<file path="src/rtl/timer_display_driver_if.sv">
// Countdown/display bundle between the road controller, the display driver and the board pins.
// Latency: none (plain wires).
// Backpressure: none; the driver samples timer/en on every clock.
interface timer_display_driver_if;
    logic [7:0]  timer;
    logic        en;
    logic [6:0]  seg;
    logic [2:0]  an;
    logic [11:0] bcd;
    logic        bcd_valid;

    // Producer side: road controller drives timer/en, observes display outputs
    modport master (
        output timer,
        output en,
        input  seg,
        input  an,
        input  bcd,
        input  bcd_valid
    );

    // Consumer side: the display driver
    modport slave (
        input  timer,
        input  en,
        output seg,
        output an,
        output bcd,
        output bcd_valid
    );
endinterface

</file>
<file path="src/rtl/timer_display_driver.sv">
// Binary countdown -> BCD (sequential double-dabble) -> 3-digit multiplexed 7-seg with leading-zero blanking.
// Latency: bcd_valid 10 clocks after timer is presented (1 capture + 8 shift + 1 done); seg/an 1 clock after index change.
// Backpressure: none; a new value is taken only when idle, so mid-conversion changes are picked up on return to IDLE.
module timer_display_driver #(
    parameter int REFRESH_DIV    = 24000,
    parameter bit SEG_ACTIVE_LOW = 1'b1
) (
    input  logic                   clk,
    input  logic                   rst,
    timer_display_driver_if.slave  dsp
);

    localparam logic [1:0] S_IDLE  = 2'd0;
    localparam logic [1:0] S_SHIFT = 2'd1;
    localparam logic [1:0] S_DONE  = 2'd2;

    localparam int         CNT_W   = $clog2(REFRESH_DIV);
    localparam logic [6:0] SEG_OFF = SEG_ACTIVE_LOW ? 7'h7F : 7'h00;

    // Conversion state
    logic [1:0]       state_q,       state_d;
    logic [7:0]       last_q,        last_d;
    logic             have_q,        have_d;
    logic [7:0]       sr_q,          sr_d;
    logic [11:0]      scratch_q,     scratch_d;
    logic [2:0]       bit_cnt_q,     bit_cnt_d;
    logic [11:0]      bcd_q,         bcd_d;
    logic             bcd_valid_q,   bcd_valid_d;

    // Scan state
    logic [CNT_W-1:0] refresh_cnt_q, refresh_cnt_d;
    logic [1:0]       digit_idx_q,   digit_idx_d;
    logic [6:0]       seg_q,         seg_d;
    logic [2:0]       an_q,          an_d;

    logic [11:0]      adj;

    // Active-high segment pattern for one decimal digit; out-of-range nibbles stay dark
    function automatic logic [6:0] seg_pattern(input logic [3:0] d);
        logic [6:0] p;
        case (d)
            4'd0:    p = 7'h3F;
            4'd1:    p = 7'h06;
            4'd2:    p = 7'h5B;
            4'd3:    p = 7'h4F;
            4'd4:    p = 7'h66;
            4'd5:    p = 7'h6D;
            4'd6:    p = 7'h7D;
            4'd7:    p = 7'h07;
            4'd8:    p = 7'h7F;
            4'd9:    p = 7'h6F;
            default: p = 7'h00;
        endcase
        return p ^ {7{SEG_ACTIVE_LOW}};
    endfunction

    // Double-dabble correction: bump every nibble >= 5 by 3 before the shift
    always_comb begin
        adj = scratch_q;
        for (int i = 0; i < 3; i++) begin
            if (scratch_q[i*4 +: 4] >= 4'd5) begin
                adj[i*4 +: 4] = scratch_q[i*4 +: 4] + 4'd3;
            end
        end
    end

    // Conversion FSM: capture a new/changed value, shift 8 times, publish result
    always_comb begin
        state_d     = state_q;
        last_d      = last_q;
        have_d      = have_q;
        sr_d        = sr_q;
        scratch_d   = scratch_q;
        bit_cnt_d   = bit_cnt_q;
        bcd_d       = bcd_q;
        bcd_valid_d = 1'b0;
        case (state_q)
            S_IDLE: begin
                if (dsp.en && (!have_q || (dsp.timer != last_q))) begin
                    last_d    = dsp.timer;
                    sr_d      = dsp.timer;
                    scratch_d = 12'h000;
                    bit_cnt_d = 3'd0;
                    state_d   = S_SHIFT;
                end
            end
            S_SHIFT: begin
                scratch_d = {adj[10:0], sr_q[7]};
                sr_d      = {sr_q[6:0], 1'b0};
                bit_cnt_d = bit_cnt_q + 3'd1;
                if (bit_cnt_q == 3'd7) begin
                    state_d = S_DONE;
                end
            end
            S_DONE: begin
                bcd_d       = scratch_q;
                bcd_valid_d = 1'b1;
                have_d      = 1'b1;
                state_d     = S_IDLE;
            end
            default: begin
                state_d = S_IDLE;
            end
        endcase
    end

    // Digit scan timing: free-running slot counter, index steps ones->tens->hundreds
    always_comb begin
        refresh_cnt_d = refresh_cnt_q + CNT_W'(1);
        digit_idx_d   = digit_idx_q;
        if (refresh_cnt_q == CNT_W'(REFRESH_DIV - 1)) begin
            refresh_cnt_d = '0;
            digit_idx_d   = (digit_idx_q == 2'd2) ? 2'd0 : digit_idx_q + 2'd1;
        end
    end

    // Output mux with leading-zero blanking; the ones digit is always lit when enabled
    always_comb begin
        seg_d = SEG_OFF;
        an_d  = 3'b111;
        if (dsp.en && have_q) begin
            case (digit_idx_q)
                2'd0: begin
                    an_d  = 3'b110;
                    seg_d = seg_pattern(bcd_q[3:0]);
                end
                2'd1: begin
                    if ((bcd_q[11:8] != 4'd0) || (bcd_q[7:4] != 4'd0)) begin
                        an_d  = 3'b101;
                        seg_d = seg_pattern(bcd_q[7:4]);
                    end
                end
                2'd2: begin
                    if (bcd_q[11:8] != 4'd0) begin
                        an_d  = 3'b011;
                        seg_d = seg_pattern(bcd_q[11:8]);
                    end
                end
                default: begin
                    an_d  = 3'b111;
                    seg_d = SEG_OFF;
                end
            endcase
        end
    end

    // State registers; reset aborts any conversion in flight
    always_ff @(posedge clk) begin
        if (rst) begin
            state_q       <= S_IDLE;
            last_q        <= 8'd0;
            have_q        <= 1'b0;
            sr_q          <= 8'd0;
            scratch_q     <= 12'h000;
            bit_cnt_q     <= 3'd0;
            bcd_q         <= 12'h000;
            bcd_valid_q   <= 1'b0;
            refresh_cnt_q <= '0;
            digit_idx_q   <= 2'd0;
            seg_q         <= SEG_OFF;
            an_q          <= 3'b111;
        end else begin
            state_q       <= state_d;
            last_q        <= last_d;
            have_q        <= have_d;
            sr_q          <= sr_d;
            scratch_q     <= scratch_d;
            bit_cnt_q     <= bit_cnt_d;
            bcd_q         <= bcd_d;
            bcd_valid_q   <= bcd_valid_d;
            refresh_cnt_q <= refresh_cnt_d;
            digit_idx_q   <= digit_idx_d;
            seg_q         <= seg_d;
            an_q          <= an_d;
        end
    end

    assign dsp.seg       = seg_q;
    assign dsp.an        = an_q;
    assign dsp.bcd       = bcd_q;
    assign dsp.bcd_valid = bcd_valid_q;

endmodule

</file>
<file path="src/flat_wrapper.sv">
// flat-port wrapper written by rule: the top's interface ports become plain ports
module timer_display_driver_flat 
#(
    parameter int REFRESH_DIV    = 24000,
    parameter bit SEG_ACTIVE_LOW = 1'b1
)
  (clk, rst, dsp_timer, dsp_en, dsp_seg, dsp_an, dsp_bcd, dsp_bcd_valid);
  timer_display_driver_if dsp_i ();
  input  logic clk;
  input  logic rst;
  input wire logic [$bits(dsp_i.timer)-1:0] dsp_timer;
  input wire logic [$bits(dsp_i.en)-1:0] dsp_en;
  output wire logic [$bits(dsp_i.seg)-1:0] dsp_seg;
  output wire logic [$bits(dsp_i.an)-1:0] dsp_an;
  output wire logic [$bits(dsp_i.bcd)-1:0] dsp_bcd;
  output wire logic [$bits(dsp_i.bcd_valid)-1:0] dsp_bcd_valid;
  assign dsp_i.timer = dsp_timer;
  assign dsp_i.en = dsp_en;
  assign dsp_seg = dsp_i.seg;
  assign dsp_an = dsp_i.an;
  assign dsp_bcd = dsp_i.bcd;
  assign dsp_bcd_valid = dsp_i.bcd_valid;
  timer_display_driver #(.REFRESH_DIV(REFRESH_DIV), .SEG_ACTIVE_LOW(SEG_ACTIVE_LOW)) u_core (.clk(clk), .rst(rst), .dsp(dsp_i));
endmodule
</file>
<file path="config.mk">
export PLATFORM = sky130hd
export DESIGN_NAME = timer_display_driver_flat
export DESIGN_NICKNAME = d
export VERILOG_FILES = /design/src/rtl/timer_display_driver_if.sv /design/src/rtl/timer_display_driver.sv /design/src/flat_wrapper.sv
export SDC_FILE = /design/constraint.sdc
export NUM_CORES = 1
export LEC_CHECK = 0
export BUFFER_PORTS_ARGS = -buffer_cell sky130_fd_sc_hd__buf_4
export CAP_MARGIN = 20
export CORE_MARGIN = 5
export CORE_UTILIZATION = 35
export DETAILED_ROUTE_END_ITERATION = 10
export PLACE_DENSITY_LB_ADDON = 0.05
export SLEW_MARGIN = 10
export SYNTH_ARGS = -nofsm -noshare
export SYNTH_HDL_FRONTEND = slang
export SYNTH_SLANG_ARGS = --single-unit
export TNS_END_PERCENT = 50
</file>
<file path="constraint.sdc">
create_clock -name clk -period 2.25 [get_ports clk]
set_input_delay 0.45 -clock clk [delete_from_list [all_inputs] [get_ports clk]]
set_output_delay 0.45 -clock clk [all_outputs]
set_load 0.05 [all_outputs]
</file>
==> summary.md <==
| Metric | Value |
|---|---|
| Outcome | `finished clean` |
| Drt wl/cell | `14.30 µm` |
| Io pins | `34` |
| Die H | `121.3 µm` |
| Initial Utilization | `0.3592` |
| Adder-cell area share of the yosys netlist | `0.07797` |
| Highest routed layer | `met4` |
| Worst Path Required | `2480 ps` |
| Predominant post-synthesis flop cell | `dfxtp_1` |
| Crit Path Max Fanout | `14` |
| Total wire length | `9621 µm` |
| HPWL after DPL | `6991 µm` |
| Synth Instances | `464` |
| Initial antenna violation count | `0` |
| Finished Core Util | `0.4213` |
| Mux contribution to synthesized area | `0.04158` |
| Antenna Nets Post-Route | `0` |
| Crit. End Element | `flip-flop` |
| Clock-pin slew on the worst setup and hold paths | `70 ps` |
| Worst Hold Path EP | `u_core.last_q[6]` |
| Core box area | `12,060 µm²` |
| Seq/Total Area, Yosys | `0.4389` |
| Die Area | `14,710 µm²` |
| Gr ovfl total | `0` |
| Clk Latency, worst-skew pair | `350 ps` |
| Cts bufs inserted | `9` |
| # diodes | `0` |
| MaxCap Viol Count | `0` |
| First-pass GRT wire length | `16,330 µm` |
| Routed wl met2 | `4444 µm` |
| WL met3 | `316 µm` |
| Die W | `121.3 µm` |
| HP Start | `dsp_timer[6]` |
| Routability cong. | `0.7741` |
| Largest family of logic cells by synthesized area | `simple AND/OR/NAND/NOR gates` |
| Vias | `3,301` |
| Clock sinks | `95` |
| RSZ-0062 raised after global routing | `false` |
| Syn avg cell area | `9.338 µm²` |
| Synth Area in Compound Gates | `0.1551` |
| Static Leakage | `2.039 nW` |
| Filler Cells Inserted | `1,213` |
| Final Hold Vio Count | `0` |
| R2R depth | `7` |
| Setup tns final | `0 ps` |
| Netlist Area Pre-Place | `4333 µm²` |
| Clk_skew | `6.025 ps` |
| Max Clk Rate | `506.1 MHz` |
| Remaining DRCs | `0` |
| Final WS setup | `274.0 ps` |
| Post-synth cell types | `49` |
| Pwr Density | `678.9 nW/µm²` |
| CTS tree | `built` |
| Postcts setup bufs | `0` |
| Initial DRC Count | `175` |
| Setup-failing EPs final | `0` |
| Post-synth net total | `502` |
| WS Path Type | `reg -> reg` |
| Vias/cell | `4.905` |
| Rel. slew slack | `0.4064` |
| Simple-Gate Fraction of Synth Area | `0.1912` |
| CP startpoint kind | `flip-flop` |
| Register bit total from synthesis | `95` |
| Share of cells above drive strength 1 | `0.1545` |
| Most common cell after layout, fill and taps aside | `dfxtp_1` |
| Metal-1 WL | `4742 µm` |
| # nets final | `538` |
| Hold Buf Count CTS | `0` |
| Pre-CTS setup slack | `182.2 ps` |
| Max IR drop VDD | `0.3365 mV` |
| Min Clock Period, post-route | `1976 ps` |
| Tcrit/Tclk final | `0.8782` |
| CTS-repair resized insts | `0` |
| Async set or reset register ratio after synthesis | `0` |
| All-Layer GR Usage | `0.1416` |
| R2R Setup Slk | `270 ps` |
| Clk root buf | `clkbuf_16` |
| Port Buffers | `33` |
| Critical Path AT | `2200 ps` |
| Area Overhead vs Synth | `17.27%` |
| Number of global-route vias before repair | `3,158` |
| Post-Synth XOR/XNOR Area | `0.05660` |
| Largest net degree at the start of global routing | `34` |
| H-tree depth | `3` |
| Hold path depth | `3` |
| Hold WC Path Type | `in -> reg` |
| Maximum root-to-sink buffer count | `2` |
| Commonest non-fill, non-tap cells in the layout | `95 x dfxtp_1, 45 x nor2_1, 41 x buf_4, 29 x a21oi_1, 27 x ha_1` |
| Yosys warning total | `0` |
| R2r startpoint | `u_core.state_q[0]` |
| Initial DRT Pass Iterations | `4` |
| Slew Viols, Final | `0` |
| Worst slew pin tran | `889.5 ps` |
| EDFF count, synth | `0` |
| FP Rows | `40` |
metrics by stage:
step / total power (W) / std cells / hold WS [ps] / cell area [µm²]
2_1_floorplan: 0.001893 / 464 / 426.1 / 4333
6_report: 0.003449 / 673 / 383.4 / 5081
4_1_cts: 0.003521 / 673 / 370.0 / 5081
3_5_place_dp: 0.001957 / 657 / 450.3 / 4786
5_1_grt: 0.003634 / 673 / 371.4 / 5081
3_3_place_gp: 0.001954 / 657 / 444.3 / 4786
power breakdown:
group / leakage (nW) / internal [W] / switching [W] / total (W)
registers: 0.771 / 0.00171 / 0.0000228 / 0.00174
clock network: 0.148 / 0.000870 / 0.000662 / 0.00153
logic: 1.12 / 0.0000705 / 0.000111 / 0.000182
total: 2.04 / 0.00265 / 0.000796 / 0.00345
per-layer routing:
metal,track usage,vias to the layer above
met2,0.2220,37
li1,-,1713
met3,0.04569,10
met1,0.1882,1541
met4,0.03782,0
met5,0,-
cells in the mapped netlist, types with 5 or more instances:
library cell  count  area, µm²
a21oi_1          29      145.1
a221oi_1          7      61.31
clkbuf_1         12      45.04
dfxtp_1          95       1902
ha_1             27      337.8
inv_1            19      71.32
mux2i_1          18      180.2
nand2_1          20      75.07
nand2b_1         15      93.84
nand3_1          14      70.07
nand3b_1          6      45.04
nand4_1           6      37.54
nor2_1           45      168.9
nor2_2            7      43.79
nor2b_1           5      31.28
o21ai_0          22      110.1
o221a_2           6      67.56
o22ai_1          12      75.07
o31ai_1           7      52.55
or3_1             8      50.05
xnor2_1          21      183.9
xor2_1            7      61.31
worst max path at each step:
| stage | from | end | slack [ps] | cells past startpoint |
|---|---|---|---|---|
| 2_1_floorplan | u_core.state_q[0] | flip-flop | 450 | 8 |
| 3_3_place_gp | dsp_timer[5] | u_core.sr_q[3] | 210 | 6 |
| 3_5_place_dp | dsp_timer[5] | u_core.sr_q[5] | 180 | 6 |
| 4_1_cts | u_core.state_q[0] | flip-flop | 280 | 7 |
| 5_1_grt | u_core.state_q[0] | flip-flop | 110 | 7 |
| 6_report | u_core.state_q[0] | flip-flop | 270 | 7 |
area by class of cell:
type                       instances  area [µm²]  area share
sequential                        95        1902      0.3743
timing repair buffer              42       327.8     0.06452
clock buffer                      10       229.0     0.04506
multi-input combinational        330        2263      0.4455
inverter                          22       82.58     0.01625
clock inverter                     6       66.31     0.01305
tap                              168       210.2     0.04137
critical path, cell delays in order, from the launching register on:
cell and delay [ps]:
dfxtp_1 370, nand2b_1 170, buf_12 170, mux2i_1 240, or2_1 300, ha_1 300
a211oi_1 230, a21oi_1 70
cells by family after synthesis:
kind of cell             count (synthesis)
AO/OA/AOI/OAI                          104
XOR/XNOR                                28
adder cells (fa/ha/maj)                 27
buffers and inverters                   39
flip-flops                              95
multiplexers                            18
AND/OR/NAND/NOR                        153
Note: power is estimated with default switching activity, not from simulation.
